<file path="src/rtl/uart_rx_shift.sv">
// UART receive datapath: collects start, d0..d7, parity on control-FSM enable pulses, then samples stop and commits; UART_RX_PARITY_CHECK_EN enables parity checking.
// Commit lands on the 2nd edge after the parity sample; no backpressure, an unread byte is overwritten and flagged by sticky overrun.
module uart_rx_shift #(
  parameter bit PARITY_ODD = 1'b0
) (
  input  logic       clk_2br,
  input  logic       reset,
  input  logic       rx,
  input  logic       enable,
  input  logic       rd,
  output logic [7:0] data,
  output logic       data_valid,
  output logic       parity_err,
  output logic       frame_err,
  output logic       overrun,
  output logic       busy
);

  typedef enum logic [1:0] {IDLE, COLLECT, STOP_WAIT, STOP_SAMPLE} state_t;

  state_t     state;
  logic [3:0] cnt;
  logic [7:0] shift_reg;
  logic       start_bit;
`ifdef UART_RX_PARITY_CHECK_EN
  logic       parity_bit;
`else
  logic       unused_parity_cfg;
  assign unused_parity_cfg = PARITY_ODD;
  assign parity_err        = 1'b0;
`endif

  always_ff @(posedge clk_2br or negedge reset) begin
    if (!reset) begin
      state      <= IDLE;
      cnt        <= 4'd0;
      shift_reg  <= 8'h00;
      start_bit  <= 1'b0;
      data       <= 8'h00;
      data_valid <= 1'b0;
      frame_err  <= 1'b0;
      overrun    <= 1'b0;
      busy       <= 1'b0;
`ifdef UART_RX_PARITY_CHECK_EN
      parity_bit <= 1'b0;
      parity_err <= 1'b0;
`endif
    end else begin
      case (state)
        IDLE: begin
          if (enable) begin
            start_bit <= rx;
            cnt       <= 4'd1;
            state     <= COLLECT;
            busy      <= 1'b1;
          end
        end
        COLLECT: begin
          if (enable) begin
            cnt <= cnt + 4'd1;
            if (cnt == 4'd9) begin
`ifdef UART_RX_PARITY_CHECK_EN
              parity_bit <= rx;
`endif
              state <= STOP_WAIT;
            end else begin
              // LSB arrives first, so shifting right leaves d0 in bit 0
              shift_reg <= {rx, shift_reg[7:1]};
            end
          end
        end
        STOP_WAIT: state <= STOP_SAMPLE;
        STOP_SAMPLE: begin
          state <= IDLE;
          cnt   <= 4'd0;
          busy  <= 1'b0;
        end
        default: state <= IDLE;
      endcase

      // A commit beats a simultaneous read: the new byte stays valid and overrun is not raised
      if (state == STOP_SAMPLE) begin
        data       <= shift_reg;
        frame_err  <= start_bit | ~rx;
        data_valid <= 1'b1;
`ifdef UART_RX_PARITY_CHECK_EN
        parity_err <= (^{shift_reg, parity_bit}) != PARITY_ODD;
`endif
        if (data_valid && !rd)
          overrun <= 1'b1;
        else if (data_valid && rd)
          overrun <= 1'b0;
      end else if (rd && data_valid) begin
        data_valid <= 1'b0;
        overrun    <= 1'b0;
      end
    end
  end

endmodule

</file>
<file path="config.mk">
export PLATFORM = sky130hd
export DESIGN_NAME = uart_rx_shift
export DESIGN_NICKNAME = d
export VERILOG_FILES = /design/src/rtl/uart_rx_shift.sv
export SDC_FILE = /design/constraint.sdc
export NUM_CORES = 1
export LEC_CHECK = 0
export ABC_AREA = 1
export CAP_MARGIN = 20
export CORE_MARGIN = 5
export CORE_UTILIZATION = 45
export DETAILED_ROUTE_END_ITERATION = 6
export PLACE_DENSITY = 0.66
export SLEW_MARGIN = 20
export SYNTH_ARGS = -nofsm -noshare
export SYNTH_HDL_FRONTEND = slang
export SYNTH_SLANG_ARGS = --single-unit
</file>
<file path="constraint.sdc">
create_clock -name clk_2br -period 2.8 [get_ports clk_2br]
set_clock_uncertainty 0.2 [all_clocks]
set_input_delay 0.84 -clock clk_2br [delete_from_list [all_inputs] [get_ports clk_2br]]
set_output_delay 0.84 -clock clk_2br [all_outputs]
set_load 0.01 [all_outputs]
</file>
Yosys cells after proc, flatten, opt, wreduce, memory -nomap -nowiden. Cells that the tools add are included.

Bits in registers: 27. Input bits: 5. Output and inout bits: 13. Word-level logic and storage cells: 46.

$add $sub $neg: 1. Equality and inequality tests: 7. Muxes and demuxes: 14. Bitwise gates (word level): 3. Reductions and logical operators: 12.

Operators with widths (number): case mux 4 bit (3 select lines) (1); AND reduction 3 bit (3); two-way mux 4 bit (2); case mux 2 bit (4 select lines) (1); two-way mux 1 bit (6); two-way mux 2 bit (3); inequality test 2 bit, second input constant (3); adder 4 x 1 -> 4 bit, second input constant (1); == test 2 bit, second input constant (2); == test 4 bit, second input constant (1); AND reduction 2 bit (2); nonzero test 2 bit (2); nonzero test 3 bit (1); == test 2 x 1 -> 1 bit, second input constant (1); logical AND 1 bit (2); logical NOT 2 bit (1); inverter 1 bit (2); case mux 1 bit (2 select lines) (1); logical NOT 1 bit (1); OR 1 bit (1).

Logic depth before layout (Yosys ltp).
Word-level depth: 4. Mapped depth: 8. Mapped depth without buffers: 8.

Worst setup path after synthesis. Ideal clock, no wire load.

Path kind: input-to-reg. From: in enable. To: reg shift_reg[5]. Setup time: 0.117 ns. Arrival time: 1.192 ns. Required time: 2.483 ns. Setup slack: 1.290 ns. Stages: 4. Buffers on the path: 1. Cell sequence: nand3_4 > buf_6 > nand2_1 > o21ai_2.

Longest elaborated chain between the ends: 1.

RTL lines: from (decl) (RTL line 9) `input logic enable,`; AND reduction 3 bit (no source line); to (signal assigned) (RTL line 68) `shift_reg <= {rx, shift_reg[7:1]};`; to (decl) (RTL line 23) `logic [7:0] shift_reg;`.

No other way between the ends. A chain may end at the register's enable or synchronous reset.

Final worst setup path.
From: reg data_valid. To: out data_valid.

RTL lines: from (decl) (RTL line 12) `output logic data_valid,`; from (signal assigned) (RTL line 40) `data_valid <= 1'b0;`; from (signal assigned) (RTL line 85) `data_valid <= 1'b1;`; from (signal assigned) (RTL line 94) `data_valid <= 1'b0;`.

No word-level cell between the ends.

==> impl_results.md <==
* Initial antenna violation count at 0
* Core region area at 2734 um2
* Largest net degree at the start of global routing at 28
* WP buf/inv at 1
* Syn Area/Cell at 9.248 um2
* Die Y at 63.26 um
* WHS at 0.2819 ns
* Worst path max stage delay at 0.57 ns
* Critical path type: reg2out
* Hold Buf Count CTS at 0
* Hold depth at 2
* #FFs+latches synth at 27
* Drt wl/cell at 10.52 um
* Vias in the first global route at 882
* Worst path cell trace: clkdlybuf4s50_1
* # setup viols final at 0
* CP delay by family, top: buffers and inverters
* CTS Sinks at 27
* Min Tclk post-route at 2.339 ns
* Critical path arrival at 1.30 ns
* Utilization after layout at 0.5437
* Cell taking the most area after synthesis: dfrtp_1
* Count of TritonRoute iterations in the first routing pass at 4
* Area Overhead vs Synth at 16.47%
* Setup TNS at 0 ns
* Cell area after layout at 1486 um2
* Crit path max fanout at 4
* GP Congestion at 0.8462
* # DRC at 0
* Final HPWL from detailed placement at 1.491 mm
* Dpl ws at 0.6259 ns
* Clock transition at path regs at 0.13 ns
* Top-Level Pins at 18
* Leak at 0.7321 nW
* Detail Route Antenna Nets at 0
* Synthesized area at 1276 um2
* Nets at 170
* Multi-input logic area at 501.7 um2
* Worst Slack Setup Final at 0.4615 ns
* Skew-Pair Late Insertion Delay at 0.32 ns
* Post-synthesis sequential area ratio at 0.5294
* CP Launch Type: flop
* First-pass GRT wire length at 3.870 mm
* Critical Path RT at 1.76 ns
* Yosys warns at 0
* Layout fillers at 262
* Die X at 63.26 um
* Worst IR Drop VDD at 506.7 uV
* Gr usage total at 0.1175
* Initial DRC count at 38
* Setup Fix Bufs, Post-CTS at 0
* Slowest CP cell: clkdlybuf4s50_1
* Netlist cell types at 22
* Synth top area share at 0.5294
* Reg2reg setup slack at 1.15 ns
* Reg area at 675.6 um2
* Ant diodes at 0
* Slew Viols, Final at 0
* CTS tree: yes
* CTS Buf Count at 3
* Final WL at 1.968 mm
* Cell row count at 19
* GR Overflow Total at 0
* Fmax at 0.4276 GHz
* Mapped Nets at 151
* Fin crit share at 0.8352
* Final hold viol count at 0
* Vias at 895
* # resized after CTS at 0
* R2R Path End: cnt[2]
* Post-DR vias/cell at 4.786
* Status: finished, final reports clean
* Min-delay src: data[0]
* Max_cap viols at 0
* Pwr/cell area at 979.7 nW/um2
* Initial Utilization at 0.4668
* Die Footprint at 4001 um2
* R2R cell count at 7
* Input/output buffers at 16
* Worst hold path endpoint: data[0]
* Placed cell area at 1459 um2
* Cell at the root of the clock tree: clkbuf_4
* Share of layout cells above drive strength 1 at 0.1218
* RSZ-0062 raised after global routing: no
* Reg2reg start: state[0]
* Hold Crit Class: reg2reg
* Clk buf depth at 2
* Ranking of synthesized cells by area: dfrtp_1, nand2_1, ha_1
* Endpoint type of the worst setup path: output port
* Synth Instances at 138
* H-tree depth at 1
## cells by family after synthesis
| group | synth area share |
|---|---|
| AO/OA/AOI/OAI | 0.1294 |
| flip-flops | 0.5294 |
| adder cells (fa/ha/maj) | 0.07843 |
| buffers and inverters | 0.07745 |
| AND/OR/NAND/NOR | 0.1824 |
| other | 0.002938 |
## worst max-delay path by stage
| stage | startpoint | endpoint | slack (ns) | cells past startpoint |
|---|---|---|---|---|
| floorplan | enable | shift_reg[5] | 1.29 | 4 |
| CTS | data_valid | data_valid | 0.44 | 1 |
| global route | data_valid | data_valid | 0.40 | 1 |
| detailed placement | enable | cnt[2] | 0.63 | 6 |
| finish | data_valid | data_valid | 0.46 | 1 |
| global placement | enable | cnt[2] | 0.64 | 6 |
## final cells by class
cell class	count	share of cell area
sequential	27	0.4545
clock buffer	3	0.01515
tap	31	0.02609
clock inverter	1	0.003367
inverter	20	0.05050
timing repair buffer	17	0.1128
multi-input combinational	88	0.3375
## cell usage in the layout, fill, tap and decap left out, types with 4 or more instances in the layout
cell type and n:
a21oi_1 4, o21ai_0 11, inv_1 18, nand2_1 39, o21ai_2 8, ha_1 8, nand3_1 5, dfrtp_1 27
clkdlybuf4s50_1 16, nor2_1 4
## cell usage after synthesis
cell,number
a21o_1,1
o21ai_2,8
nand3_4,1
buf_6,1
nand3_1,5
buf_2,1
nand4_1,1
buf_4,1
a21oi_1,4
o21ai_1,1
conb_1,1
ha_1,8
o21ai_0,11
nand2_1,39
nor2_1,4
nand2_2,1
inv_2,2
nand3_2,1
inv_1,18
o21a_1,1
dfrtp_1,27
or2_2,1
## power breakdown
| part | internal [W] | total (W) | switching (W) |
|---|---|---|---|
| registers | 0.000536 | 0.000632 | 0.0000955 |
| logic | 0.000298 | 0.000661 | 0.000363 |
| clock network | 0.0000535 | 0.000163 | 0.000110 |
| total | 0.000888 | 0.00146 | 0.000568 |
## tightest hold or removal path: stages, from the launching register on
cell and delay, ns:
dfrtp_1 0.37, nand2_1 0.05, nand2_1 0.04
## metrics by stage
| step | std cells | total power [W] |
|---|---|---|
| floorplan | 138 | 0.001086 |
| global placement | 183 | 0.001297 |
| detailed placement | 183 | 0.001317 |
| CTS | 187 | 0.001486 |
| global route | 187 | 0.001628 |
| finish | 187 | 0.001456 |
## routing by layer
layer	vias up	GRT usage	routed length (um)
met5	-	0	0
met4	0	0.04675	38
met3	5	0.03197	87
met2	14	0.1923	931
met1	413	0.1466	910
li1	463	-	-
(Power assumes the default switching activity.)
